--- src/rtl/mc_control_if.sv ---
// Instruction/memory control bundle between the sequencer and its datapath.
// slave modport: the controller (samples requests, drives strobes/selects).
// master modport: the driving side (offers instructions, acks memory).
interface mc_control_if #(
  parameter int OP_W = 3
);
  // Offer side
  logic            instr_valid_i;
  logic [OP_W-1:0] op_i;
  logic            mem_ack_i;
  logic            fault_clr_i;
  // Control side
  logic            instr_ready_o;
  logic [1:0]      wb_sel_o;
  logic            mem_read_o;
  logic            mem_write_o;
  logic            imm_en_o;
  logic            jal_en_o;
  logic            jalr_en_o;
  logic            rf_we_o;
  logic            pc_we_o;
  logic            busy_o;
  logic            fault_o;

  modport slave (
    input  instr_valid_i, op_i, mem_ack_i, fault_clr_i,
    output instr_ready_o, wb_sel_o, mem_read_o, mem_write_o,
           imm_en_o, jal_en_o, jalr_en_o, rf_we_o, pc_we_o, busy_o, fault_o
  );

  modport master (
    output instr_valid_i, op_i, mem_ack_i, fault_clr_i,
    input  instr_ready_o, wb_sel_o, mem_read_o, mem_write_o,
           imm_en_o, jal_en_o, jalr_en_o, rf_we_o, pc_we_o, busy_o, fault_o
  );
endinterface

--- src/rtl/mc_control.sv ---
// Multi-cycle instruction sequencer: IDLE -> DECODE -> EXEC -> [MEM] -> [WB] -> IDLE.
// Latency: R/I/J/JR 4 cycles, B 3, L/S 4 + MEM wait cycles; accepts only in IDLE.
// Backpressure: instr_ready_o high only in IDLE; MEM stalls until mem_ack_i.
//
// Ports: clk_i, rst_ni (async active-low), mc (mc_control_if.slave) carrying
// the instruction handshake, memory request/ack, fault clear and all
// datapath selects/strobes. Every output is Moore-decoded from r_state and
// the latched opcode r_op, so no input reaches an output combinationally.
//
// Optional build macro MC_CONTROL_TIMEOUT_EN: adds an 8-bit MEM wait counter
// that faults after MEM_TIMEOUT cycles without mem_ack_i. Without it the MEM
// state waits indefinitely and only an illegal opcode reaches FAULT.
module mc_control #(
  parameter int OP_W        = 3,
  parameter int MEM_TIMEOUT = 15
) (
  input  logic         clk_i,
  input  logic         rst_ni,
  mc_control_if.slave  mc
);

  typedef enum logic [2:0] {
    S_IDLE   = 3'd0,
    S_DECODE = 3'd1,
    S_EXEC   = 3'd2,
    S_MEM    = 3'd3,
    S_WB     = 3'd4,
    S_FAULT  = 3'd5
  } state_t;

  localparam logic [2:0] OP_R  = 3'd0;
  localparam logic [2:0] OP_I  = 3'd1;
  localparam logic [2:0] OP_L  = 3'd2;
  localparam logic [2:0] OP_S  = 3'd3;
  localparam logic [2:0] OP_B  = 3'd4;
  localparam logic [2:0] OP_J  = 3'd5;
  localparam logic [2:0] OP_JR = 3'd6;

  localparam logic [1:0] WB_ALU          = 2'd0;
  localparam logic [1:0] WB_MEM          = 2'd1;
  localparam logic [1:0] WB_PC_PLUS_FOUR = 2'd2;

  state_t          r_state;
  state_t          w_state_nxt;
  logic [OP_W-1:0] r_op;
  logic [2:0]      w_op_lo;
  logic            w_illegal;
  logic            w_flags_on;
  logic            w_tmo_hit;

  assign w_op_lo   = r_op[2:0];
  // Any bit above the 3-bit class field, or class 7, is not an instruction.
  assign w_illegal = ((r_op >> 3) != '0) || (w_op_lo == 3'd7);
  // Decode flags live from DECODE through WB; IDLE and FAULT force them low.
  assign w_flags_on = (r_state == S_DECODE) || (r_state == S_EXEC) ||
                      (r_state == S_MEM)    || (r_state == S_WB);

`ifdef MC_CONTROL_TIMEOUT_EN
  logic [7:0] r_tmo_cnt;

  // Held at zero outside MEM so every MEM visit starts a fresh count.
  always_ff @(posedge clk_i or negedge rst_ni) begin
    if (!rst_ni) begin
      r_tmo_cnt <= 8'd0;
    end else if (r_state != S_MEM) begin
      r_tmo_cnt <= 8'd0;
    end else if (!mc.mem_ack_i) begin
      r_tmo_cnt <= r_tmo_cnt + 8'd1;
    end
  end

  // The cycle in which the count would reach MEM_TIMEOUT is the last MEM cycle.
  assign w_tmo_hit = (r_state == S_MEM) && !mc.mem_ack_i &&
                     (r_tmo_cnt == 8'(MEM_TIMEOUT - 1));
`else
  assign w_tmo_hit = 1'b0;
`endif

  // State and opcode registers.
  always_ff @(posedge clk_i or negedge rst_ni) begin
    if (!rst_ni) begin
      r_state <= S_IDLE;
      r_op    <= '0;
    end else begin
      r_state <= w_state_nxt;
      if ((r_state == S_IDLE) && mc.instr_valid_i) begin
        r_op <= mc.op_i;
      end
    end
  end

  // Next state and Moore output decode.
  always_comb begin
    w_state_nxt      = r_state;
    mc.instr_ready_o = 1'b0;
    mc.busy_o        = 1'b0;
    mc.fault_o       = 1'b0;
    mc.wb_sel_o      = WB_ALU;
    mc.mem_read_o    = 1'b0;
    mc.mem_write_o   = 1'b0;
    mc.imm_en_o      = 1'b0;
    mc.jal_en_o      = 1'b0;
    mc.jalr_en_o     = 1'b0;
    mc.rf_we_o       = 1'b0;
    mc.pc_we_o       = 1'b0;

    unique case (r_state)
      S_IDLE: begin
        mc.instr_ready_o = 1'b1;
        if (mc.instr_valid_i) begin
          w_state_nxt = S_DECODE;
        end
      end
      S_DECODE: begin
        w_state_nxt = S_EXEC;
      end
      S_EXEC: begin
        if (w_illegal) begin
          w_state_nxt = S_FAULT;
        end else begin
          case (w_op_lo)
            OP_L, OP_S: w_state_nxt = S_MEM;
            OP_B:       w_state_nxt = S_IDLE;
            default:    w_state_nxt = S_WB;
          endcase
        end
      end
      S_MEM: begin
        // Stores also pass through WB: it supplies their pc_we_o pulse
        // without writing the register file.
        if (mc.mem_ack_i) begin
          w_state_nxt = S_WB;
        end else if (w_tmo_hit) begin
          w_state_nxt = S_FAULT;
        end
      end
      S_WB: begin
        w_state_nxt = S_IDLE;
      end
      S_FAULT: begin
        mc.fault_o = 1'b1;
        if (mc.fault_clr_i) begin
          w_state_nxt = S_IDLE;
        end
      end
      default: begin
        w_state_nxt = S_IDLE;
      end
    endcase

    mc.busy_o = (r_state != S_IDLE);

    if (w_flags_on && !w_illegal) begin
      case (w_op_lo)
        OP_I:  mc.imm_en_o = 1'b1;
        OP_L:  mc.wb_sel_o = WB_MEM;
        OP_J:  begin
          mc.jal_en_o = 1'b1;
          mc.wb_sel_o = WB_PC_PLUS_FOUR;
        end
        OP_JR: begin
          mc.jalr_en_o = 1'b1;
          mc.wb_sel_o  = WB_PC_PLUS_FOUR;
        end
        default: ;
      endcase

      mc.mem_read_o  = (r_state == S_MEM) && (w_op_lo == OP_L);
      mc.mem_write_o = (r_state == S_MEM) && (w_op_lo == OP_S);
      mc.rf_we_o     = (r_state == S_WB) && (w_op_lo != OP_S);
      // Branches resolve in EXEC and return straight to IDLE.
      mc.pc_we_o     = (r_state == S_WB) ||
                       ((r_state == S_EXEC) && (w_op_lo == OP_B));
    end
  end

endmodule

--- src/flat_wrapper.sv ---
// flat-port wrapper written by rule: the top's interface ports become plain ports
module mc_control_flat 
#(
  parameter int OP_W        = 3,
  parameter int MEM_TIMEOUT = 15
)
  (clk_i, rst_ni, mc_instr_valid_i, mc_op_i, mc_mem_ack_i, mc_fault_clr_i, mc_instr_ready_o, mc_wb_sel_o, mc_mem_read_o, mc_mem_write_o, mc_imm_en_o, mc_jal_en_o, mc_jalr_en_o, mc_rf_we_o, mc_pc_we_o, mc_busy_o, mc_fault_o);
  mc_control_if #(.OP_W(OP_W)) mc_i ();
  input  logic clk_i;
  input  logic rst_ni;
  input wire logic [$bits(mc_i.instr_valid_i)-1:0] mc_instr_valid_i;
  input wire logic [$bits(mc_i.op_i)-1:0] mc_op_i;
  input wire logic [$bits(mc_i.mem_ack_i)-1:0] mc_mem_ack_i;
  input wire logic [$bits(mc_i.fault_clr_i)-1:0] mc_fault_clr_i;
  output wire logic [$bits(mc_i.instr_ready_o)-1:0] mc_instr_ready_o;
  output wire logic [$bits(mc_i.wb_sel_o)-1:0] mc_wb_sel_o;
  output wire logic [$bits(mc_i.mem_read_o)-1:0] mc_mem_read_o;
  output wire logic [$bits(mc_i.mem_write_o)-1:0] mc_mem_write_o;
  output wire logic [$bits(mc_i.imm_en_o)-1:0] mc_imm_en_o;
  output wire logic [$bits(mc_i.jal_en_o)-1:0] mc_jal_en_o;
  output wire logic [$bits(mc_i.jalr_en_o)-1:0] mc_jalr_en_o;
  output wire logic [$bits(mc_i.rf_we_o)-1:0] mc_rf_we_o;
  output wire logic [$bits(mc_i.pc_we_o)-1:0] mc_pc_we_o;
  output wire logic [$bits(mc_i.busy_o)-1:0] mc_busy_o;
  output wire logic [$bits(mc_i.fault_o)-1:0] mc_fault_o;
  assign mc_i.instr_valid_i = mc_instr_valid_i;
  assign mc_i.op_i = mc_op_i;
  assign mc_i.mem_ack_i = mc_mem_ack_i;
  assign mc_i.fault_clr_i = mc_fault_clr_i;
  assign mc_instr_ready_o = mc_i.instr_ready_o;
  assign mc_wb_sel_o = mc_i.wb_sel_o;
  assign mc_mem_read_o = mc_i.mem_read_o;
  assign mc_mem_write_o = mc_i.mem_write_o;
  assign mc_imm_en_o = mc_i.imm_en_o;
  assign mc_jal_en_o = mc_i.jal_en_o;
  assign mc_jalr_en_o = mc_i.jalr_en_o;
  assign mc_rf_we_o = mc_i.rf_we_o;
  assign mc_pc_we_o = mc_i.pc_we_o;
  assign mc_busy_o = mc_i.busy_o;
  assign mc_fault_o = mc_i.fault_o;
  mc_control #(.OP_W(OP_W), .MEM_TIMEOUT(MEM_TIMEOUT)) u_core (.clk_i(clk_i), .rst_ni(rst_ni), .mc(mc_i));
endmodule
--- config.mk ---
export PLATFORM = sky130hd
export DESIGN_NAME = mc_control_flat
export DESIGN_NICKNAME = d
export VERILOG_FILES = /design/src/rtl/mc_control_if.sv /design/src/rtl/mc_control.sv /design/src/flat_wrapper.sv
export SDC_FILE = /design/constraint.sdc
export NUM_CORES = 1
export LEC_CHECK = 0
export BUFFER_PORTS_ARGS = -buffer_cell sky130_fd_sc_hd__clkbuf_2
export CAP_MARGIN = 25
export CORE_AREA = 4 4 41 43
export CTS_CLUSTER_DIAMETER = 30
export DETAILED_ROUTE_END_ITERATION = 8
export DIE_AREA = 0 0 45 47
export HOLD_SLACK_MARGIN = 0.05
export MAX_ROUTING_LAYER = met4
export SETUP_SLACK_MARGIN = 0.2
export SLEW_MARGIN = 10
export SYNTH_ARGS = -nofsm -noshare
export SYNTH_HDL_FRONTEND = slang
export SYNTH_SLANG_ARGS = --single-unit
--- constraint.sdc ---
create_clock -name clk_i -period 1.75 [get_ports clk_i]
set_clock_uncertainty 0.2 [all_clocks]
set_input_delay 0.4375 -clock clk_i [delete_from_list [all_inputs] [get_ports clk_i]]
set_output_delay 0.4375 -clock clk_i [all_outputs]
set_load 0.1 [all_outputs]
Word-level counts from Yosys, hierarchy flattened
Cells that the tools add are included.
{"block": "totals", "ramBits": 0, "latchBits": 0, "wordCells": 54, "memories": 0, "ff_bits": 6, "inputBits": 8, "rom_bits": 0}
{"block": "op_classes", "n_eq_ne": 16, "bitwise_logic": 0, "n_mux": 20, "n_lt_le_gt_ge": 0, "n_reduce_logical": 16, "add_sub_neg": 0, "div_mod_pow": 0, "mul": 0, "shift": 0}
{"op": "$eq 3x3->1 const B", "n": 6}
{"op": "$pmux 3 s5", "n": 1}
{"op": "$eq 3x2->1 const B", "n": 4}
{"op": "$mux 1", "n": 12}
{"op": "$mux 3", "n": 4}
{"op": "$eq 3x1->1 const B", "n": 2}
{"op": "$logic_and 1x1->1", "n": 6}
{"op": "$ne 2x2->1 const B", "n": 3}
{"op": "$pmux 3 s2", "n": 1}
{"op": "$logic_or 1x1->1", "n": 4}
{"op": "$pmux 2 s2", "n": 1}
{"op": "$reduce_or 2->1", "n": 2}
{"op": "$logic_not 3->1", "n": 1}
{"op": "$ne 3x2->1 const B", "n": 1}
{"op": "$reduce_and 3->1", "n": 1}
{"op": "$reduce_bool 3->1", "n": 1}
{"op": "$mux 2", "n": 1}
{"op": "$logic_not 1->1", "n": 1}

Logic depth before layout (Yosys ltp)
Gate-level depths: netlist of run 1.
{"block": "logic_depth", "depth_word": 6, "mapped_depth": 4, "mapped_depth_nobuf": 4}

Least setup slack after synthesis of run 1
No wires, ideal clock.
{"block": "synth_timing", "kind": "register to register", "startpoint": "register u_core.r_state[1]", "endpoint": "register u_core.r_op[0]", "stages_incl_launch_ff": 5, "path_buffers": 0, "setup_ns": 0.125, "arrival_time_ns": 4.526, "setup_slack_ns": -3.101, "synth_period_minus_slack_ns": 4.851, "path_cell_list": "dfrtp_1 -> nor3_1 -> inv_1 -> nor2_2 -> mux2_2"}
{"block": "synth_between", "elab_chain_len": 2}
{"element": "start, declared", "line_no": "mc_control.sv:43", "text": "state_t r_state;"}
{"element": "start signal, assigned", "line_no": "mc_control.sv:85", "text": "r_state <= w_state_nxt;"}
{"element": "$logic_not 3->1", "line_no": "mc_control.sv:86", "text": "if ((r_state == S_IDLE) && mc.instr_valid_i) begin"}
{"element": "$logic_and 1x1->1", "line_no": "mc_control.sv:86"}
{"element": "end signal, assigned", "line_no": "mc_control.sv:87", "text": "r_op <= mc.op_i;"}
{"element": "end, declared", "line_no": "mc_control.sv:45", "text": "logic [OP_W-1:0] r_op;"}
Every way passes these cells.
A chain may end at the register's enable or synchronous reset.

Worst setup path in the final report of run 1
{"block": "layout_timing", "startpoint": "register u_core.r_state[1]", "endpoint": "output mc_imm_en_o"}
{"block": "layout_between", "elab_chain_len": 6}
{"element": "$eq 3x1->1 / $eq 3x2->1 (equally long branches)", "line_no": "mc_control.sv:55", "text": "assign w_flags_on = (r_state == S_DECODE) || (r_state == S_EXEC) ||"}
{"element": "$logic_or 1x1->1 (2 in a row)", "line_no": "mc_control.sv:55"}
{"element": "$logic_or 1x1->1 (*)", "line_no": "mc_control.sv:56", "text": "(r_state == S_MEM) || (r_state == S_WB);"}
{"element": "$logic_and 1x1->1 (*)", "line_no": "mc_control.sv:153", "text": "if (w_flags_on && !w_illegal) begin"}
{"element": "$mux 1 (*)", "line_no": "mc_control.sv:153"}
{"element": "end, declared", "line_no": "flat_wrapper.sv:19", "text": "output wire logic [$bits(mc_i.imm_en_o)-1:0] mc_imm_en_o;"}
Mark *: on every way between the ends. The rest lies on a longest branch, timed or not.

==> results.txt, run 1 <==
The number of global-route vias before repair is 652. The area share of the leading cell type in the synthesized netlist is 0.3015, and the total wire length is 2108 um. The final reports fail on setup timing. Synthesis-stage register bit count: 6.

The type of element capturing the critical path was an output port. In this run the remaining antenna-violating nets after routing total 0. Setup violations remaining at the end of the flow were counted as 15. The number of input and output port buffers inserted is 19. Entering global routing, the biggest net connects 9 pins.

The run gives 0.3827 as the effective utilization at floorplan. The run gives 15 as the starting DRC count in detailed routing. Summed over all nets, the half-perimeter wirelength after detailed placement is 1319 um.

The count of endpoints failing hold in the final timing report is 0, and the setup slack of the critical path after layout is -0.4725 ns. The CTS H-tree depth was 1; the post-detailed-route DRC marker count was 0. The first global-routing pass estimated 2925 um of wire. The instance area at placement came out at 1001 sq um. The most used flip-flop cell after synthesis is sky130_fd_sc_hd__dfrtp_1.

Setup repair after global routing could not meet its margin everywhere. Sorting the synthesized cells by area gives the leading types as sky130_fd_sc_hd__dfrtp_1, sky130_fd_sc_hd__mux2_2, sky130_fd_sc_hd__and3_1. The flow ran to the end, but the final reports show violations. The run gives 2115 sq um as the total die area.

The number of slew-limit violations in the final report is 0, and the arrival time at the worst endpoint is 1.59 ns. In this run the worst path has a maximum fanout of 5. The biggest area consumer among synthesized cells is sky130_fd_sc_hd__dfrtp_1. The slowest cell on the critical path is sky130_fd_sc_hd__dfrtp_2. The share of flip-flops with an asynchronous set or reset after synthesis is 1.000. The number of buffers added by the clock tree synthesis step is 3, and the die extent in y is 47 um.

The shortest period the worst path allows was 2.223 ns; the post-layout net count was 112. The layout overhead on the synthesized area came out at 131.7%. The worst stage delay on the critical path is 0.46 ns.

Yosys mapped a number of flops with a built-in enable equal to 0. After global routing the overflow that remains totals 0. The critical path is of the register to output port type. For this run, the number of Yosys warnings is 0.

The share of cells above drive strength 1 came out at 0.7451. The commonest cells after synthesis are sky130_fd_sc_hd__dfrtp_1, sky130_fd_sc_hd__nor2_1, sky130_fd_sc_hd__nand2_1, sky130_fd_sc_hd__and3_1. The final cycle utilization of the critical path came out at 1.270. The insertion delay of the later-clocked pin in the worst-skew pair is 0.25 ns. The path class of the tightest hold or removal check is input pin to register. Headroom to the max-slew limit: 0.8024. The die is 45 um wide. At the end of routability-driven placement, the weighted congestion stood at 0.7629.

The sink count of the clock tree was 6. The worst setup path is launched from a register. Derived from the worst setup path, the maximum achievable clock frequency is 449.9 MHz. Data on the critical path is required at its endpoint by 1.11 ns. No sink is reached through more buffers than the 2 on the longest clock path. During I/O placement, the number of pins put on the boundary was 20. The tools report the net count after synthesis as 69. The initial antenna violation count was 0; the antenna diode count was 0. For the share of the yosys chip area belonging to registers, the log shows 0.3015. In the final routed layout, each cell accounts on average for 18.02 um. The number of instances in the synthesized netlist was 61; the detailed-router iteration count before antenna repair was 4. In the routed layout, each cell is associated on average with a via count of 5.410. The region available for standard cell placement spans 1301 sq um. The clock tree root driver cell was sky130_fd_sc_hd__clkbuf_4. The overall routing resource usage came out at 0.2030. Across all layers, the routed design uses 633 vias. The finished cells cover 1154 sq um. The tool flagged a number of max-cap violations equal to 0. The mapped netlist covers 498.0 sq um. Clock-pin slew was measured on the worst setup and hold paths at 0.05 ns. TritonCTS built the clock tree. The kind of cell with the highest combined delay along the critical path is simple AND/OR/NAND/NOR gates.

Synthesized area per cell: 8.164 sq um. Walking the worst path, the cells encountered are nor2_4 > xnor2_4 > nor4b_4 > buf_12. Synthesis instantiated 32 different standard cells from the library. Site row count: 13. At the pin with the least slew margin, the transition time is 0.2952 ns.

The tightest hold path in the finished design has a slack of 0.2215 ns. The number of buffer and inverter stages on the critical path works out to 1.
-- layer usage --
metal / wire, um / GRT usage / vias to the layer above
met5: 0 / - / -
met4: 59 / 0.07018 / 0
met3: 107 / 0.05747 / 6
met2: 1162 / 0.3503 / 27
met1: 779 / 0.2230 / 300
li1: - / - / 300
-- layout by cell type, fill, tap and decap left out, types with 2 or more instances in the layout --
| master | synthesis | final |
|---|---|---|
| sky130_fd_sc_hd__nand2_1 | 5 | 5 |
| sky130_fd_sc_hd__inv_2 | 2 | 3 |
| sky130_fd_sc_hd__buf_4 | 1 | 13 |
| sky130_fd_sc_hd__clkbuf_4 | 0 | 3 |
| sky130_fd_sc_hd__and3_4 | 0 | 4 |
| sky130_fd_sc_hd__inv_1 | 3 | 2 |
| sky130_fd_sc_hd__mux2_2 | 3 | 3 |
| sky130_fd_sc_hd__buf_6 | 1 | 10 |
| sky130_fd_sc_hd__clkbuf_2 | 0 | 7 |
| sky130_fd_sc_hd__nor2_1 | 6 | 3 |
| sky130_fd_sc_hd__buf_12 | 0 | 12 |
| sky130_fd_sc_hd__o22ai_1 | 2 | 2 |
| sky130_fd_sc_hd__dfrtp_1 | 6 | 3 |
| sky130_fd_sc_hd__nor2b_4 | 0 | 2 |
| sky130_fd_sc_hd__dfrtp_2 | 0 | 3 |
| sky130_fd_sc_hd__nor2_4 | 0 | 4 |
-- final timing paths --
check	slack [ns]	depth (start not counted)	from	end
max in group asynchronous	0.79	2	rst_ni	u_core.r_op[0]
worst max-delay path	-0.47	4	u_core.r_state[1]	mc_imm_en_o
worst min-delay path	0.22	2	mc_op_i[2]	u_core.r_op[2]
min in group asynchronous	0.39	2	rst_ni	u_core.r_op[2]
worst min register to register	0.55	2	u_core.r_op[1]	u_core.r_op[1]
worst max register to register	-0.21	6	u_core.r_state[1]	u_core.r_op[0]
-- logic make-up (layout without fill, tap and decap cells) --
group | after synthesis | count (layout) | synth area share
buffers and inverters | 10 | 51 | 0.1055
AOI/OAI and AO/OA | 11 | 11 | 0.1533
DFF | 6 | 6 | 0.3015
and+or+nand+nor | 29 | 29 | 0.3367
muxes | 3 | 3 | 0.06783
xor gates and xnor gates | 2 | 2 | 0.03518
-- state kept, by name, indices dropped and copies added, names as in the netlist --
register        cells
u_core.r_state      3
u_core.r_op         3
-- area by class of cell --
class                      count  area [sq um]
clock buffer                   3         22.52
timing repair buffer          43         495.5
fill                          52         147.6
multi-input combinational     45         444.2
inverter                       5         18.77
tap                           15         18.77
sequential                     6         153.9
-- through the flow --
step | std cells | setup TNS, ns | setup slack (ns) | util
after global routing | 117 | -5.580 | -0.5214 | 0.8865
after CTS | 116 | -4.149 | -0.4130 | 0.8481
after detailed placement | 110 | -1.694 | -0.2155 | 0.7692
after global placement | 110 | -1.260 | -0.1850 | 0.7692
after floorplan | 61 | -7.263 | -1.177 | -
final | 117 | -4.955 | -0.4725 | 0.8865
-- worst register-to-register path, cell delays in order (launching register included) --
cell	delay (ns)
sky130_fd_sc_hd__dfrtp_2	0.46
sky130_fd_sc_hd__buf_4	0.19
sky130_fd_sc_hd__nor3_4	0.25
sky130_fd_sc_hd__inv_2	0.09
sky130_fd_sc_hd__buf_4	0.15
sky130_fd_sc_hd__nor2_4	0.11
sky130_fd_sc_hd__mux2_2	0.36
-- what timing repair did --
| action | in CTS | in global routing |
|---|---|---|
| resized for setup | 15 | 10 |
| hold buffers | 1 | 0 |
| endpoints found under the hold margin | 6 | 0 |
| buffers inserted | 2 | 1 |
| endpoints found under the setup margin | 16 | 16 |
| pin swaps | 7 | 4 |
Power of run 1 is not shown: default switching activity piles up to over one toggle a cycle in this logic, so the estimate is an artifact.
==> run 2: changes to the inputs <==
--- a/config.mk
+++ b/config.mk
@@ -7,10 +7,10 @@
 export LEC_CHECK = 0
 export BUFFER_PORTS_ARGS = -buffer_cell sky130_fd_sc_hd__clkbuf_2
 export CAP_MARGIN = 25
-export CORE_AREA = 4 4 41 43
+export CORE_AREA = 2 2 39 41
 export CTS_CLUSTER_DIAMETER = 30
 export DETAILED_ROUTE_END_ITERATION = 8
-export DIE_AREA = 0 0 45 47
+export DIE_AREA = 0 0 41 43
 export HOLD_SLACK_MARGIN = 0.05
 export MAX_ROUTING_LAYER = met4
 export SETUP_SLACK_MARGIN = 0.2
==> results.txt, run 2 (synthesis results as in run 1) <==
The count of endpoints failing hold in the final timing report was 0 (unchanged). The post-detailed-route DRC marker count was 0 (unchanged). The detailed-router iteration count before antenna repair was 4 (unchanged). For the CTS H-tree depth, the log shows 1 (unchanged).

Leading cell type in the layout, fill and taps excluded: sky130_fd_sc_hd__buf_4. The worst endpoint required time is 1.11 ns (about the same). The number of vias per cell after detailed routing works out to 5.114 (-5.5%). The number of max-cap violations was 0 (unchanged).

Arrival time at the worst endpoint: 1.58 ns (about the same). The horizontal die dimension was 41 um (-8.9%). The final cycle utilization of the critical path came out at 1.268 (-0.002031). For the total wire length, the log shows 1816 um (-14%). The library cells used most frequently in the layout, excluding fill and tap cells, are sky130_fd_sc_hd__buf_4, sky130_fd_sc_hd__buf_12, sky130_fd_sc_hd__buf_6. The tools report the overall overflow remaining after global route as 0 (unchanged). The largest registers in the layout are u_core.r_op (3), u_core.r_state (3). The headroom to the max-slew limit is 0.8244 (+0.02205), and the average detailed-routed wire length per instance is 14.76 um (-18%).

The die extent in y is 43 um (-8.5%), and the core area is 1384 sq um (+6.3%). The worst-case clock buffer depth came out at 2 (unchanged). The final-report setup violation count was 15 (unchanged). The worst-case hold slack is 0.2401 ns (+0.01857 ns).

The worst setup path is launched from a register. TritonCTS built the clock tree. The pre-CTS setup slack is -0.2457 ns (-0.03020 ns). The logs give -0.4690 ns (+0.003554 ns) for the setup slack of the critical path after layout and 0.23 ns (-0.02 ns) for the insertion delay of the later-clocked pin in the worst-skew pair.

The total number of vias was 629 (-0.63%); the first-pass GRT wire length was 2718 um (-7.1%). Share of cells above drive strength 1: 0.7477 (+0.002566). The kind of path behind the tightest hold check is input pin to register.

The type of element capturing the critical path is an output port. The number of primary I/O pins is 20 (unchanged). The site row count was 14 (+1); the total die area was 1763 sq um (-17%).

Number of global-route vias before repair: 653 (+0.15%). The layout overhead on the synthesized area was 145.2%; the initial antenna violation count was 0 (unchanged). The antenna diode count was 0 (unchanged). The checks that failed: setup timing. The overall routing resource usage is 0.2276 (+0.02459).

The effective utilization at floorplan was 0.3599 (-0.02284); the starting DRC count in detailed routing was 2 (-13). The tree is rooted in a sky130_fd_sc_hd__clkbuf_4. The shortest period the worst path allows was 2.219 ns (-0.003554 ns); the number of slew-limit violations in the final report was 0 (unchanged). The number of input and output port buffers inserted was 19 (unchanged). Setup repair after global routing could not meet its margin everywhere. The critical path is of the register to output port type. The largest net degree at the start of global routing was 10 (+1). The clock edge transition at the registers on the reported setup and hold paths was 0.04 ns (about the same). Global placement routability congestion: 0.8748 (+15%).

The logs give 0 (unchanged) for the number of nets with antenna violations after routing and 3 (unchanged) for the number of buffers added by the clock tree synthesis step. The run gives 1135 um (-14%) as the HPWL after detailed placement. The fmax is 450.7 MHz (+0.16%), and the transition time at the pin with the least slew margin is 0.2630 ns (-0.03223 ns). The post-layout net count came out at 117 (+4.5%).

The flow ran to the end, but the final reports show violations. The run gives 6 (unchanged) as the sink count of the clock tree. The largest driver fanout on the critical path works out to 3 (-2).
run 2: cell types whose count changed in the layout (fill, tap and decap cells not counted), sizes merged:
| cell | before | now |
|---|---|---|
| buf | 35 | 40 |
run 2: per-stage QoR:
| step | instances | util | TNS [ns] | instance area [sq um] |
|---|---|---|---|---|
| 2_1_floorplan | 61 | - | -7.263 | 594.3 |
| 3_3_place_gp | 111 | 0.7242 | -1.108 | 1002 |
| 3_5_place_dp | 111 | 0.7242 | -1.504 | 1002 |
| 4_1_cts | 120 | 0.8400 | -4.847 | 1162 |
| 5_1_grt | 123 | 0.8825 | -5.991 | 1221 |
| 6_report | 123 | 0.8825 | -5.029 | 1221 |
run 2: what timing repair did:
action                                  in CTS  in global routing
endpoints found under the setup margin      16                 17
setup buffers                                5                  3
pin swaps                                    4                  5
endpoints found under the hold margin        6                  0
gates resized for setup                     20                 11
hold buffers                                 1                  0
run 2: area by class of cell:
type	instances	area, sq um
clock buffers	3	22.52
fillers	58	162.7
repair buffers	48	536.8
well taps	16	20.02
inverters	5	18.77
multi-input cells	45	471.7
flip-flops and latches	6	151.4
run 2: per-layer routing:
layer  GRT usage  wire, um
met2      0.4031       962
met5           -         0
met1      0.2694       758
met4     0.04000        42
met3     0.01571        52
run 2: final timing paths:
kind / from / slack, ns / cells after the start / end
setup / recovery: u_core.r_state[2] / -0.47 / 4 / mc_mem_read_o
hold / removal: mc_op_i[0] / 0.24 / 2 / u_core.r_op[0]
setup reg to reg: u_core.r_state[1] / -0.14 / 8 / u_core.r_op[2]
hold reg to reg: u_core.r_state[2] / 0.47 / 2 / u_core.r_state[1]
max in group asynchronous: rst_ni / 0.83 / 2 / u_core.r_state[0]
min in group asynchronous: rst_ni / 0.36 / 2 / u_core.r_op[0]
run 2: critical path, cell delays in order (launching register included):
cell and delay, ns:
sky130_fd_sc_hd__dfrtp_1 0.40, sky130_fd_sc_hd__nand2b_1 0.18, sky130_fd_sc_hd__or4_4 0.47, sky130_fd_sc_hd__nor2_4 0.13
sky130_fd_sc_hd__buf_12 0.18
Power of run 2 is left out for the same reason.
